--- config.mk ---
export PLATFORM = sky130hd
export DESIGN_NAME = fc_argmax_classifier_flat
export DESIGN_NICKNAME = d
export VERILOG_FILES = /design/src/rtl/fc_argmax_classifier_if.sv /design/src/rtl/fc_argmax_classifier.sv /design/src/flat_wrapper.sv
export SDC_FILE = /design/constraint.sdc
export NUM_CORES = 1
export LEC_CHECK = 0
export ABC_AREA = 1
export CORE_MARGIN = 4
export CORE_UTILIZATION = 40
export DETAILED_ROUTE_END_ITERATION = 10
export HOLD_SLACK_MARGIN = 0.05
export SLEW_MARGIN = 20
export SYNTH_ARGS = -nofsm -noshare
export SYNTH_HDL_FRONTEND = slang
export SYNTH_SLANG_ARGS = --single-unit
--- constraint.sdc ---
create_clock -name clk -period 2.24 [get_ports clk]
set_clock_uncertainty 0.15 [all_clocks]
set_input_delay 0.448 -clock clk [delete_from_list [all_inputs] [get_ports clk]]
set_output_delay 0.448 -clock clk [all_outputs]
set_load 0.01 [all_outputs]
--- src/rtl/fc_argmax_classifier_if.sv ---
// Score-in / verdict-out handshake bundle for fc_argmax_classifier.
// master: the side that drives FC scores and consumes verdicts.
// slave:  the classifier itself.
interface fc_argmax_classifier_if #(
   parameter int SCORE_W = 8,
   parameter int CLS_W   = 2
);
   logic               score_valid;
   logic               score_ready;
   logic [SCORE_W-1:0] score_data;
   logic               cls_valid;
   logic               cls_ready;
   logic [CLS_W-1:0]   cls_id;
   logic [SCORE_W-1:0] cls_score;
   logic               cls_reject;

   modport master (
      output score_valid, score_data, cls_ready,
      input  score_ready, cls_valid, cls_id, cls_score, cls_reject
   );

   modport slave (
      input  score_valid, score_data, cls_ready,
      output score_ready, cls_valid, cls_id, cls_score, cls_reject
   );
endinterface

--- src/rtl/fc_argmax_classifier.sv ---
// fc_argmax_classifier: consumes NUM_CLASSES signed FC scores per frame,
// tracks the running maximum and presents the winning class index/score
// on a valid/ready handshake. Input is stalled while a verdict is held.
// Optional macro FC_ARGMAX_REJECT_EN: flags verdicts whose winning score
// is below REJECT_THRESH on cls_reject (tied low when undefined).
module fc_argmax_classifier #(
   parameter int NUM_CLASSES   = 4,
   parameter int SCORE_W       = 8,
   parameter int CLS_W         = $clog2(NUM_CLASSES),
   parameter int REJECT_THRESH = 0
) (
   input  logic                  clk,
   input  logic                  rst_n,
   input  logic                  flush,
   fc_argmax_classifier_if.slave bus
);

   typedef enum logic {ACCUM = 1'b0, HOLD = 1'b1} state_t;

   localparam logic signed [SCORE_W-1:0] MOST_NEG = {1'b1, {(SCORE_W-1){1'b0}}};
   localparam logic [CLS_W-1:0]          LAST_CNT = CLS_W'(NUM_CLASSES - 1);

   state_t                     state_reg, state_next;
   logic                       run_reg;
   logic [CLS_W-1:0]           cnt_reg, cnt_next;
   logic [CLS_W-1:0]           best_id_reg, best_id_next;
   logic signed [SCORE_W-1:0]  best_score_reg, best_score_next;
   logic                       cls_valid_reg, cls_valid_next;
   logic [CLS_W-1:0]           cls_id_reg, cls_id_next;
   logic [SCORE_W-1:0]         cls_score_reg, cls_score_next;
   logic                       cls_reject_reg, cls_reject_next;

   logic                       score_ready;
   logic                       accept;
   logic                       take;
   logic signed [SCORE_W-1:0]  cand_score;
   logic [CLS_W-1:0]           cand_id;
   logic                       rej_cand;

   assign accept = bus.score_valid && score_ready;

   // Candidate best after folding in the current score; first score of a
   // frame always loads so an all-most-negative frame still reports class 0.
   always_comb begin
      take       = (cnt_reg == '0) || ($signed(bus.score_data) > best_score_reg);
      cand_score = take ? $signed(bus.score_data) : best_score_reg;
      cand_id    = take ? cnt_reg : best_id_reg;
   end

`ifdef FC_ARGMAX_REJECT_EN
   localparam logic signed [SCORE_W-1:0] THRESH_S = SCORE_W'(REJECT_THRESH);
   assign rej_cand = (cand_score < THRESH_S);
`else
   logic unused_thresh;
   assign unused_thresh = ^REJECT_THRESH;
   assign rej_cand      = 1'b0;
`endif

   // State register, plus a flag that keeps score_ready low during reset.
   always_ff @(posedge clk or negedge rst_n) begin
      if (!rst_n) begin
         state_reg <= ACCUM;
         run_reg   <= 1'b0;
      end else begin
         state_reg <= state_next;
         run_reg   <= 1'b1;
      end
   end

   // Next-state logic: leave ACCUM on the terminal accept, leave HOLD on handshake.
   always_comb begin
      state_next = state_reg;
      case (state_reg)
         ACCUM: if (!flush && accept && (cnt_reg == LAST_CNT)) state_next = HOLD;
         HOLD:  if (cls_valid_reg && bus.cls_ready)            state_next = ACCUM;
         default: state_next = ACCUM;
      endcase
   end

   // FSM outputs: scores are accepted only while accumulating.
   always_comb begin
      score_ready = (state_reg == ACCUM) && run_reg;
   end

   // Datapath next values: running max, frame counter and verdict registers.
   always_comb begin
      cnt_next        = cnt_reg;
      best_id_next    = best_id_reg;
      best_score_next = best_score_reg;
      cls_valid_next  = cls_valid_reg;
      cls_id_next     = cls_id_reg;
      cls_score_next  = cls_score_reg;
      cls_reject_next = cls_reject_reg;
      case (state_reg)
         ACCUM: begin
            if (flush) begin
               // Flush wins over a same-cycle score.
               cnt_next        = '0;
               best_id_next    = '0;
               best_score_next = MOST_NEG;
            end else if (accept) begin
               best_id_next    = cand_id;
               best_score_next = cand_score;
               if (cnt_reg == LAST_CNT) begin
                  cnt_next        = '0;
                  cls_valid_next  = 1'b1;
                  cls_id_next     = cand_id;
                  cls_score_next  = cand_score;
                  cls_reject_next = rej_cand;
               end else begin
                  cnt_next = cnt_reg + CLS_W'(1);
               end
            end
         end
         HOLD: begin
            // flush is deliberately ignored here: a finished verdict is kept.
            if (cls_valid_reg && bus.cls_ready) begin
               cls_valid_next  = 1'b0;
               cls_reject_next = 1'b0;
               best_id_next    = '0;
               best_score_next = MOST_NEG;
            end
         end
         default: ;
      endcase
   end

   // Datapath registers; async reset drops any partial frame or held verdict.
   always_ff @(posedge clk or negedge rst_n) begin
      if (!rst_n) begin
         cnt_reg        <= '0;
         best_id_reg    <= '0;
         best_score_reg <= MOST_NEG;
         cls_valid_reg  <= 1'b0;
         cls_id_reg     <= '0;
         cls_score_reg  <= '0;
         cls_reject_reg <= 1'b0;
      end else begin
         cnt_reg        <= cnt_next;
         best_id_reg    <= best_id_next;
         best_score_reg <= best_score_next;
         cls_valid_reg  <= cls_valid_next;
         cls_id_reg     <= cls_id_next;
         cls_score_reg  <= cls_score_next;
         cls_reject_reg <= cls_reject_next;
      end
   end

   assign bus.score_ready = score_ready;
   assign bus.cls_valid   = cls_valid_reg;
   assign bus.cls_id      = cls_id_reg;
   assign bus.cls_score   = cls_score_reg;
   assign bus.cls_reject  = cls_reject_reg;

endmodule

--- src/flat_wrapper.sv ---
// flat-port wrapper written by rule: the top's interface ports become plain ports
module fc_argmax_classifier_flat 
#(
   parameter int NUM_CLASSES   = 4,
   parameter int SCORE_W       = 8,
   parameter int CLS_W         = $clog2(NUM_CLASSES),
   parameter int REJECT_THRESH = 0
)
  (clk, rst_n, flush, bus_score_valid, bus_score_data, bus_cls_ready, bus_score_ready, bus_cls_valid, bus_cls_id, bus_cls_score, bus_cls_reject);
  fc_argmax_classifier_if #(.SCORE_W(SCORE_W), .CLS_W(CLS_W)) bus_i ();
  input  logic clk;
  input  logic rst_n;
  input  logic flush;
  input wire logic [$bits(bus_i.score_valid)-1:0] bus_score_valid;
  input wire logic [$bits(bus_i.score_data)-1:0] bus_score_data;
  input wire logic [$bits(bus_i.cls_ready)-1:0] bus_cls_ready;
  output wire logic [$bits(bus_i.score_ready)-1:0] bus_score_ready;
  output wire logic [$bits(bus_i.cls_valid)-1:0] bus_cls_valid;
  output wire logic [$bits(bus_i.cls_id)-1:0] bus_cls_id;
  output wire logic [$bits(bus_i.cls_score)-1:0] bus_cls_score;
  output wire logic [$bits(bus_i.cls_reject)-1:0] bus_cls_reject;
  assign bus_i.score_valid = bus_score_valid;
  assign bus_i.score_data = bus_score_data;
  assign bus_i.cls_ready = bus_cls_ready;
  assign bus_score_ready = bus_i.score_ready;
  assign bus_cls_valid = bus_i.cls_valid;
  assign bus_cls_id = bus_i.cls_id;
  assign bus_cls_score = bus_i.cls_score;
  assign bus_cls_reject = bus_i.cls_reject;
  fc_argmax_classifier #(.NUM_CLASSES(NUM_CLASSES), .SCORE_W(SCORE_W), .CLS_W(CLS_W), .REJECT_THRESH(REJECT_THRESH)) u_core (.clk(clk), .rst_n(rst_n), .flush(flush), .bus(bus_i));
endmodule
Word-level counts from Yosys, hierarchy flattened

Cells that the tools add are included.

Add/subtract/negate cells: 1
Order comparisons: 1
Equality and inequality tests: 6
Multiplexer cells: 25
Bitwise operators: 2
Reduce and logical (&&, ||, !) cells: 13

Operator list:

| kind                                                                     | count |
|---|---|
| 8-bit two-way mux                                                        | 4 |
| 8-bit case mux with 2 select lines                                       | 1 |
| 2-bit two-way mux                                                        | 7 |
| 1-bit two-way mux                                                        | 9 |
| 8-bit greater-than comparator                                            | 1 |
| 4-bit AND reduction                                                      | 2 |
| 1-bit case mux with 2 select lines                                       | 3 |
| 1-bit logical AND                                                        | 5 |
| 2-bit by 1-bit inequality test with 1-bit output (second input constant) | 2 |
| 2-bit inequality test (second input constant)                            | 2 |
| 2-bit case mux with 2 select lines                                       | 1 |
| 2-bit AND reduction                                                      | 2 |
| 3-bit by 2-bit inequality test with 1-bit output (second input constant) | 1 |
| 2-bit by 1-bit adder with 2-bit output (second input constant)           | 1 |
| 2-bit equality test (second input constant)                              | 1 |
| 2-bit logical NOT                                                        | 1 |
| 1-bit inverter                                                           | 2 |
| 2-bit nonzero test                                                       | 1 |
| 1-bit logical NOT                                                        | 1 |
| 1-bit logical OR                                                         | 1 |

Bits in registers: 26
Input bits: 13
Word-level logic and storage cells: 57

Logic depth before layout (Yosys ltp)

Gate-level depths: netlist of the first run.

Depth in word-level cells: 7
Gate-level depth with buffers: 17
Mapped depth without buffers: 17

Worst setup path before layout of the first run

No wires, ideal clock.

Path type: register -> register
Start point: reg u_core.best_score_reg[7]
End point: reg u_core.best_id_reg[0]
Setup time: 0.124 ns
Arrival time: 1.748 ns
Data required time: 1.966 ns
Path slack: 0.217 ns
Cell stages (with the launch flop): 13
Buffers on the path: 1
Clock period less this slack: 2.023 ns
Cells stage by stage: dfstp_2 > inv_1 > ha_1 > a21o_1 > nor2_2 > nand2_1 > nand2_1 > nand2_1 > nand2_2 > buf_8 > nand3_2 > nand3_1 > o21ai_1

Word-level cells in the longest chain between the ends: 6

Ends and longest elaborated chain:

| item                               | line                        | text |
|---|---|---|
| start, declared                    | fc_argmax_classifier.sv:27  | `logic signed [SCORE_W-1:0] best_score_reg, best_score_next;` |
| start signal, assigned             | fc_argmax_classifier.sv:141 | `best_score_reg <= best_score_next;` |
| 8-bit greater-than comparator      | fc_argmax_classifier.sv:45  | `take = (cnt_reg == '0) \|\| ($signed(bus.score_data) > best_score_reg);` |
| 1-bit logical OR                   | fc_argmax_classifier.sv:45  |  |
| 2-bit two-way mux                  | fc_argmax_classifier.sv:47  | `cand_id = take ? cnt_reg : best_id_reg;` |
| 2-bit two-way mux                  | fc_argmax_classifier.sv:101 | `end else if (accept) begin` |
| 2-bit two-way mux                  | fc_argmax_classifier.sv:96  | `if (flush) begin` |
| 2-bit case mux with 2 select lines | fc_argmax_classifier.sv:94  | `case (state_reg)` |
| end signal, assigned               | fc_argmax_classifier.sv:140 | `best_id_reg <= best_id_next;` |
| end, declared                      | fc_argmax_classifier.sv:26  | `logic [CLS_W-1:0] best_id_reg, best_id_next;` |

No other way between the ends. The select of a mux whose other input is x is not followed.
A chain may end at the register's enable or synchronous reset.

Final worst setup path of the first run

Start point: in bus_score_data[6]
End point: reg u_core.best_score_reg[0]

Word-level cells in the longest chain between the ends: 6

Ends and longest elaborated chain:

| item                               | line                        | text |
|---|---|---|
| start, declared                    | flat_wrapper.sv:15          | `input wire logic [$bits(bus_i.score_data)-1:0] bus_score_data;` |
| 8-bit greater-than comparator      | fc_argmax_classifier.sv:45  |  |
| 1-bit logical OR                   | fc_argmax_classifier.sv:45  |  |
| 8-bit two-way mux                  | fc_argmax_classifier.sv:46  | `cand_score = take ? $signed(bus.score_data) : best_score_reg;` |
| 8-bit two-way mux                  | fc_argmax_classifier.sv:101 |  |
| 8-bit two-way mux                  | fc_argmax_classifier.sv:96  |  |
| 8-bit case mux with 2 select lines | fc_argmax_classifier.sv:94  |  |

No other way between the ends. The select of a mux whose other input is x is not followed.

==> summary.md, run 1 <==
| Metric | Value |
|---|---|
| Status | complete, no violations |
| Post-synth EDFFs | 0 |
| Post-DP HPWL | between 2000 and 2500 um |
| YS warnings | 0 |
| Post-route minimum period | 2.16 ns |
| Routability Congestion | 0.769 |
| Largest net degree at the start of global routing | 26 |
| Residual DRC count | 0 |
| Synth top cells by count | nand2_1 (49), inv_1 (30), dfrtp_1 (24) |
| Die Ht | between 60 and 70 um |
| Maximum VDD drop | about 0.25 mV |
| Power Density | around 570 mW/mm^2 |
| Slew Limit Fails | 0 |
| Crit path arrival time | about 2.2 ns |
| Final Cycle Share | between 90% and 100% |
| Worst-skew pair later-pin latency | 0.27 ns |
| First DRT Iteration DRCs | a little under 50 |
| Async S/R FF share, synth | between 90% and 100% |
| Max Fclk | about 0.46 GHz |
| CP cell instances | clkdlybuf4s50_1, ha_1, nand2_2, nor2_1, nor2_2, nand2_1, nand2_1, nand2_2, nand2_4, buf_4, nand3_2, nand3_1, o21ai_1 |
| Vias in the first global route | 1347 |
| GRT overflow | 0 |
| Routing usage on met3 | about 2.6% |
| Area delta synth->final | 32.7% |
| CP max stage cell | clkdlybuf4s50_1 |
| Critical Path Max Stage Delay | between 0.4 and 0.5 ns |
| Initial antenna violation count | 0 |
| Via count | between 1000 and 1500 |
| Seq. cell area | around 630 um^2 |
| Startpoint types | primary input |
| Clk pin slew, worst setup/hold paths | 0.09 ns |
| Busiest grt layer | met2 |
| Post-Place Cells | ~260 |
| R2R setup slack | 0.11 ns |
| Sink Count | 25 |
| Syn Area/Cell | 8.07 um^2 |
| Layout cells sized above 1 | between 20% and 30% |
| Pleak | between 1 and 1.5 nW |
| Max-cap violations | 0 |
| Routing usage on met1 | between 20 and 25% |
| Root Driver | clkbuf_8 |
| Setup violations, final | 0 |
| CTS tree | built |
| Final Net Count | roughly 240 |
| Layout fillers | 315 |
| Htree depth | 1 |
| Core area | between 0.003 and 0.004 mm^2 |
| RSZ-0062 raised after global routing | true |
| Die span in x | 68.9 um |
| Clock Path Buffers | 2 |
| Synth Register Bits | 25 |
| Rows | 21 |
| Synthesized cell area | 0.00149 mm^2 |
| Port Buffer Count | 24 |
| First-pass GRT wire length | ~5900 um |
| Routed WL | ~3400 um |
| Synth top area share | about 40% |
| Vias per cell | roughly 4.8 |
| Number of diodes | 0 |
| Syn_nets | 207 |
| Sequential area share after synthesis | 42.2% |
| Starting Density | between 40% and 50% |
| Type of the worst setup path | primary input to flop |
| Cell count after synthesis | 184 |
| Area of the die | 0.00475 mm^2 |
| Distinct cell type count after synthesis | 24 |
| Multi-input logic area | 782 um^2 |
| Power Total | between 1 and 1.5 mW |
| Top post-synthesis cells by area | dfrtp_1 (40%), nand2_1 (12%), ha_1 (8.4%) |
| Main flop type after synthesis | dfrtp_1 |
| Final Non-Filler Cells | between 200 and 300 |
| GR Util All Layers | 16.6% |
| Most common cell in the synthesized netlist | nand2_1 |
| Hold Violations, Final | 0 |
| WP data required | 2.25 ns |
| Max FO, Critical Path | 4 |
| Drt pass-1 iters | 4 |
| Post-synth top area cell | dfrtp_1 |
| WL/cell | 12.9 um |
| Total CTS buffers | 3 |
| Antenna Nets Post-Route | 0 |
| Endpoint type of the worst setup path | flop |
| HP Class | flop to flop |
| Grt met2 use | about 28% |
| IO Pins | 26 |
[where the power goes]
group	switching [mW]	total, mW	internal, mW
clock network	0.151	0.279	0.128
logic	0.201	0.353	0.152
registers	0.0139	0.496	0.482
total	0.366	1.13	0.761
[worst max-delay path, delay by kind of cell]
kind | cells | cell delay, ns
fa+ha+maj | 1 | 0.24
compound gates | 1 | 0.06
buf+inv | 2 | 0.66
simple gates | 9 | 0.76
[metal layers]
metal  routed length (um)  share of wire (%)  up-vias
li1                     -                  -      644
met1                 1650                 49      585
met2                 1570                 46       27
met3                  110                3.2        7
met4                   65                1.9        0
met5                    0                  0        -
[kinds of logic after synthesis]
kind of cell	share of synthesized area, %
AO/OA/AOI/OAI	5.56
adder cells (fa/ha/maj)	8.42
buffers and inverters	11.8
flip-flops	42.2
other	0.506
AND/OR/NAND/NOR	31.5
[layout by cell type, fill, tap and decap left out, drive strengths merged]
cell type      synthesis  routed
buf                    6      10
dfrtp                 24      24
nand2                 52      53
dfstp                  1       1
a21o                   1       1
nor3                   1       1
ha                    10      10
nand3                 31      31
clkbuf                 0       4
conb                   2       2
dlymetal6s2s           0       5
inv                   33      33
nand4                  1       1
nor2                   7       7
clkdlybuf4s50          0      19
o21ai                 12      12
a21oi                  3       3
[cell type report]
type | instances | share of cell area (%)
timing repair buffer | 34 | 17.0
sequential | 25 | 31.8
clock buffer | 4 | 2.29
tap | 46 | 2.92
inverter | 33 | 6.29
multi-input combinational | 121 | 39.7
[path summary, 6_finish.rpt]
path                                          start                  endpoint  depth (start not counted)
setup / recovery                  bus_score_data[6]  u_core.best_score_reg[0]                         13
hold / removal              u_core.bus.cls_score[2]   u_core.bus.cls_score[2]                          2
setup reg to reg           u_core.best_score_reg[7]  u_core.best_score_reg[0]                         12
hold reg to reg             u_core.bus.cls_score[2]   u_core.bus.cls_score[2]                          2
max in group asynchronous                     rst_n  u_core.best_score_reg[7]                          2
min in group asynchronous                     rst_n  u_core.best_score_reg[2]                          2
[what timing repair did]
action,CTS,global route
hold buffers,0,0
pin swaps,0,7
buffers inserted,0,0
setup endpoints to repair,1,20
cloned,0,1
resized for setup,2,21
[per-stage QoR]
step                setup WS, ns  utilization [%]  cell area [um^2]  hold slack [ns]  setup TNS (ns)
CTS                      0.00509             53.6              1860            0.340               0
global placement          -0.213             52.1              1810            0.311           -3.90
detailed placement        -0.287             52.1              1810            0.316           -5.13
global route             -0.0103             56.8              1970            0.384         -0.0524
floorplan                  0.217                -              1490          0.00241               0
finish                    0.0817             56.8              1970            0.338               0
(Power assumes the default switching activity.)
==> run 2, diff against run 1 <==
Settings changed: CORE_MARGIN 4 to 3.
==> run 2 against run 1 <==
Non-clock buffer count rose by 2. Global-route usage fell by 0.63 points. Via count rose by 1.7%. Routed wire length fell by 0.68%. Power fell by 1.6%. Worst hold slack got worse by 0.0025 ns. Die area fell by 5.7%. First-iteration DRC count rose by 29%. Sequential power barely moved. Sequential cell count did not move. Clock power fell by 4%. Combinational power fell by 1%. Critical path type is now flop to flop. Critical endpoint is now u_core.best_score_reg[5]. Largest cell class unchanged.
==> summary.md, run 2 (same netlist as run 1, synthesis figures left out) <==
| Metric | Value |
|---|---|
| IO Pins | 26 (unchanged) |
| Post-Place Cells | 259 (+0.39%) |
| HP Class | flop to flop |
| First DRT Iteration DRCs | 63 (+29%) |
| Area delta synth->final | 33.2% |
| Crit path arrival time | 2.11 ns (-0.06 ns) |
| GRT overflow | 0 (unchanged) |
| Total CTS buffers | 3 (unchanged) |
| Hold WS | 0.336 ns (-0.00246 ns) |
| Worst-skew pair later-pin latency | 0.27 ns (about the same) |
| Vias in the first global route | 1233 (-8.5%) |
| Clock Path Buffers | 2 (unchanged) |
| Port Buffer Count | 24 (unchanged) |
| GR Util All Layers | 15.9% (-0.63 points) |
| Post-DP HPWL | 2380 um (+1.2%) |
| Pleak | 1.03 nW (+2.1%) |
| Number of diodes | 0 (unchanged) |
| Via count | 1284 (+1.7%) |
| Worst setup margin | 0.133 ns (+0.0509 ns) |
| RSZ-0062 raised after global routing | false |
| Max FO, Critical Path | 6 (+2) |
| Final Cycle Share | 94.1% (-2.3 points) |
| Routed WL | 3370 um (-0.68%) |
| Antenna Nets Post-Route | 0 (unchanged) |
| Core area | 0.00344 mm^2 (-0.76%) |
| Post-route minimum period | 2.11 ns (-0.0509 ns) |
| Commonest non-fill, non-tap cells in the layout | nand2_1 (47), inv_1 (30), dfrtp_1 (24), nand3_1 (20), clkdlybuf4s50_1 (18) |
| Initial antenna violation count | 0 (unchanged) |
| Max Fclk | 0.475 GHz (+2.4%) |
| Rows | 21 (unchanged) |
| Area of the die | 0.00448 mm^2 (-5.7%) |
| Final core utilization | 57.5% (+0.65 points) |
| Endpoint type of the worst setup path | flop |
| Htree depth | 1 (unchanged) |
| Commonest non-fill, non-tap cell in the layout | nand2_1 |
| Final Net Count | 243 (+0.83%) |
| Slew Limit Fails | 0 (unchanged) |
| Hold Violations, Final | 0 (unchanged) |
| Die Ht | 66.9 um (-2.9%) |
| Max-cap violations | 0 (unchanged) |
| Status | complete, no violations |
| Place WS | -0.278 ns (+0.00878 ns) |
| Sink Count | 25 (unchanged) |
| Vias per cell | 4.85 (+0.90%) |
| First-pass GRT wire length | 5400 um (-7.9%) |
| Setup violations, final | 0 (unchanged) |
| WP data required | 2.24 ns (about the same) |
| CTS tree | built |
| Final Non-Filler Cells | 265 (+0.76%) |
| Type of the worst setup path | flop to flop |
| Drt pass-1 iters | 4 (unchanged) |
| Maximum VDD drop | 0.296 mV (+19%) |
| Layout cells sized above 1 | 21.0% (+0.27 points) |
| Residual DRC count | 0 (unchanged) |
| WL/cell | 12.7 um (-1.4%) |
| Starting Density | 43.1% (+0.33 points) |
| Largest net degree at the start of global routing | 26 (unchanged) |
| Startpoint types | flop |
| Die span in x | 66.9 um (-2.9%) |
| Power Density | 561 mW/mm^2 (-1.9%) |
| Clk pin slew, worst setup/hold paths | 0.09 ns (about the same) |
| Root Driver | clkbuf_8 |
| Routability Congestion | 0.783 (+1.8%) |
| Layout fillers | 330 (+4.8%) |
| Hold-fix buffers, CTS | 0 (unchanged) |
## run 2: cell count changes in the layout (fill, tap and decap cells not counted), moves of 2 or more
cell,before,now
nand3_1,16,20
nand3_4,4,1
buf_6,0,2
ha_1,8,6
ha_4,2,4
## run 2: routing by layer
layer | vias up | track usage (%) | share of wire [%]
met4 | 0 | 4.30 | 0.92
met1 | 605 | 20.0 | 46
met5 | - | 0 | 0
met2 | 28 | 27.0 | 49
li1 | 645 | - | -
met3 | 6 | 4.05 | 4.4
## run 2: report_power, final
group	internal [mW]	total (mW)	switching [mW]
Combinational	0.155	0.349	0.193
Clock	0.127	0.267	0.140
Sequential	0.482	0.495	0.0128
## run 2: stage by stage
| stage | instance area, um^2 | power, mW | TNS, ns |
|---|---|---|---|
| 6_report | 1980 | 1.11 | 0 |
| 3_3_place_gp | 1810 | 0.802 | -3.74 |
| 3_5_place_dp | 1810 | 0.809 | -4.93 |
| 4_1_cts | 1860 | 1.08 | 0 |
| 5_1_grt | 1980 | 1.18 | 0 |
| 2_1_floorplan | 1490 | 0.695 | 0 |
## run 2: area by class of cell
cell class	instances	area (um^2)	area share (%)
Timing Repair Buffer	36	353	17.8
Sequential cell	25	627	31.7
Tap cell	46	57.6	2.91
Inverter	33	124	6.26
Clock buffer	4	45.0	2.28
Multi-Input combinational cell	121	772	39.0
## run 2: timing repair
item	CTS	global route
buffers inserted	0	1
gates resized for setup	0	20
endpoints found under the setup margin	0	20
## run 2: worst paths after layout
| kind | cells past startpoint | to | startpoint | slack [ns] |
|---|---|---|---|---|
| min in group asynchronous | 2 | u_core.bus.cls_score[0] | rst_n | 0.39 |
| max in group asynchronous | 2 | u_core.best_score_reg[7] | rst_n | 1.26 |
| min | 2 | u_core.bus.cls_score[3] | u_core.bus.cls_score[3] | 0.34 |
| max | 12 | u_core.best_score_reg[5] | u_core.best_score_reg[7] | 0.13 |
| min reg2reg | 2 | u_core.bus.cls_score[3] | u_core.bus.cls_score[3] | 0.34 |
| max reg2reg | 12 | u_core.best_score_reg[5] | u_core.best_score_reg[7] | 0.13 |
## run 2: critical path: stages (launching register included)
cell     delay (ns)
dfstp_2        0.54
inv_1          0.07
ha_4           0.25
a21o_1         0.18
nor2_2         0.10
nand2_1        0.06
nand2_1        0.07
nand2_2        0.06
nand2_4        0.11
buf_6          0.15
nand3_2        0.09
nand3_2        0.10
o21ai_2        0.06
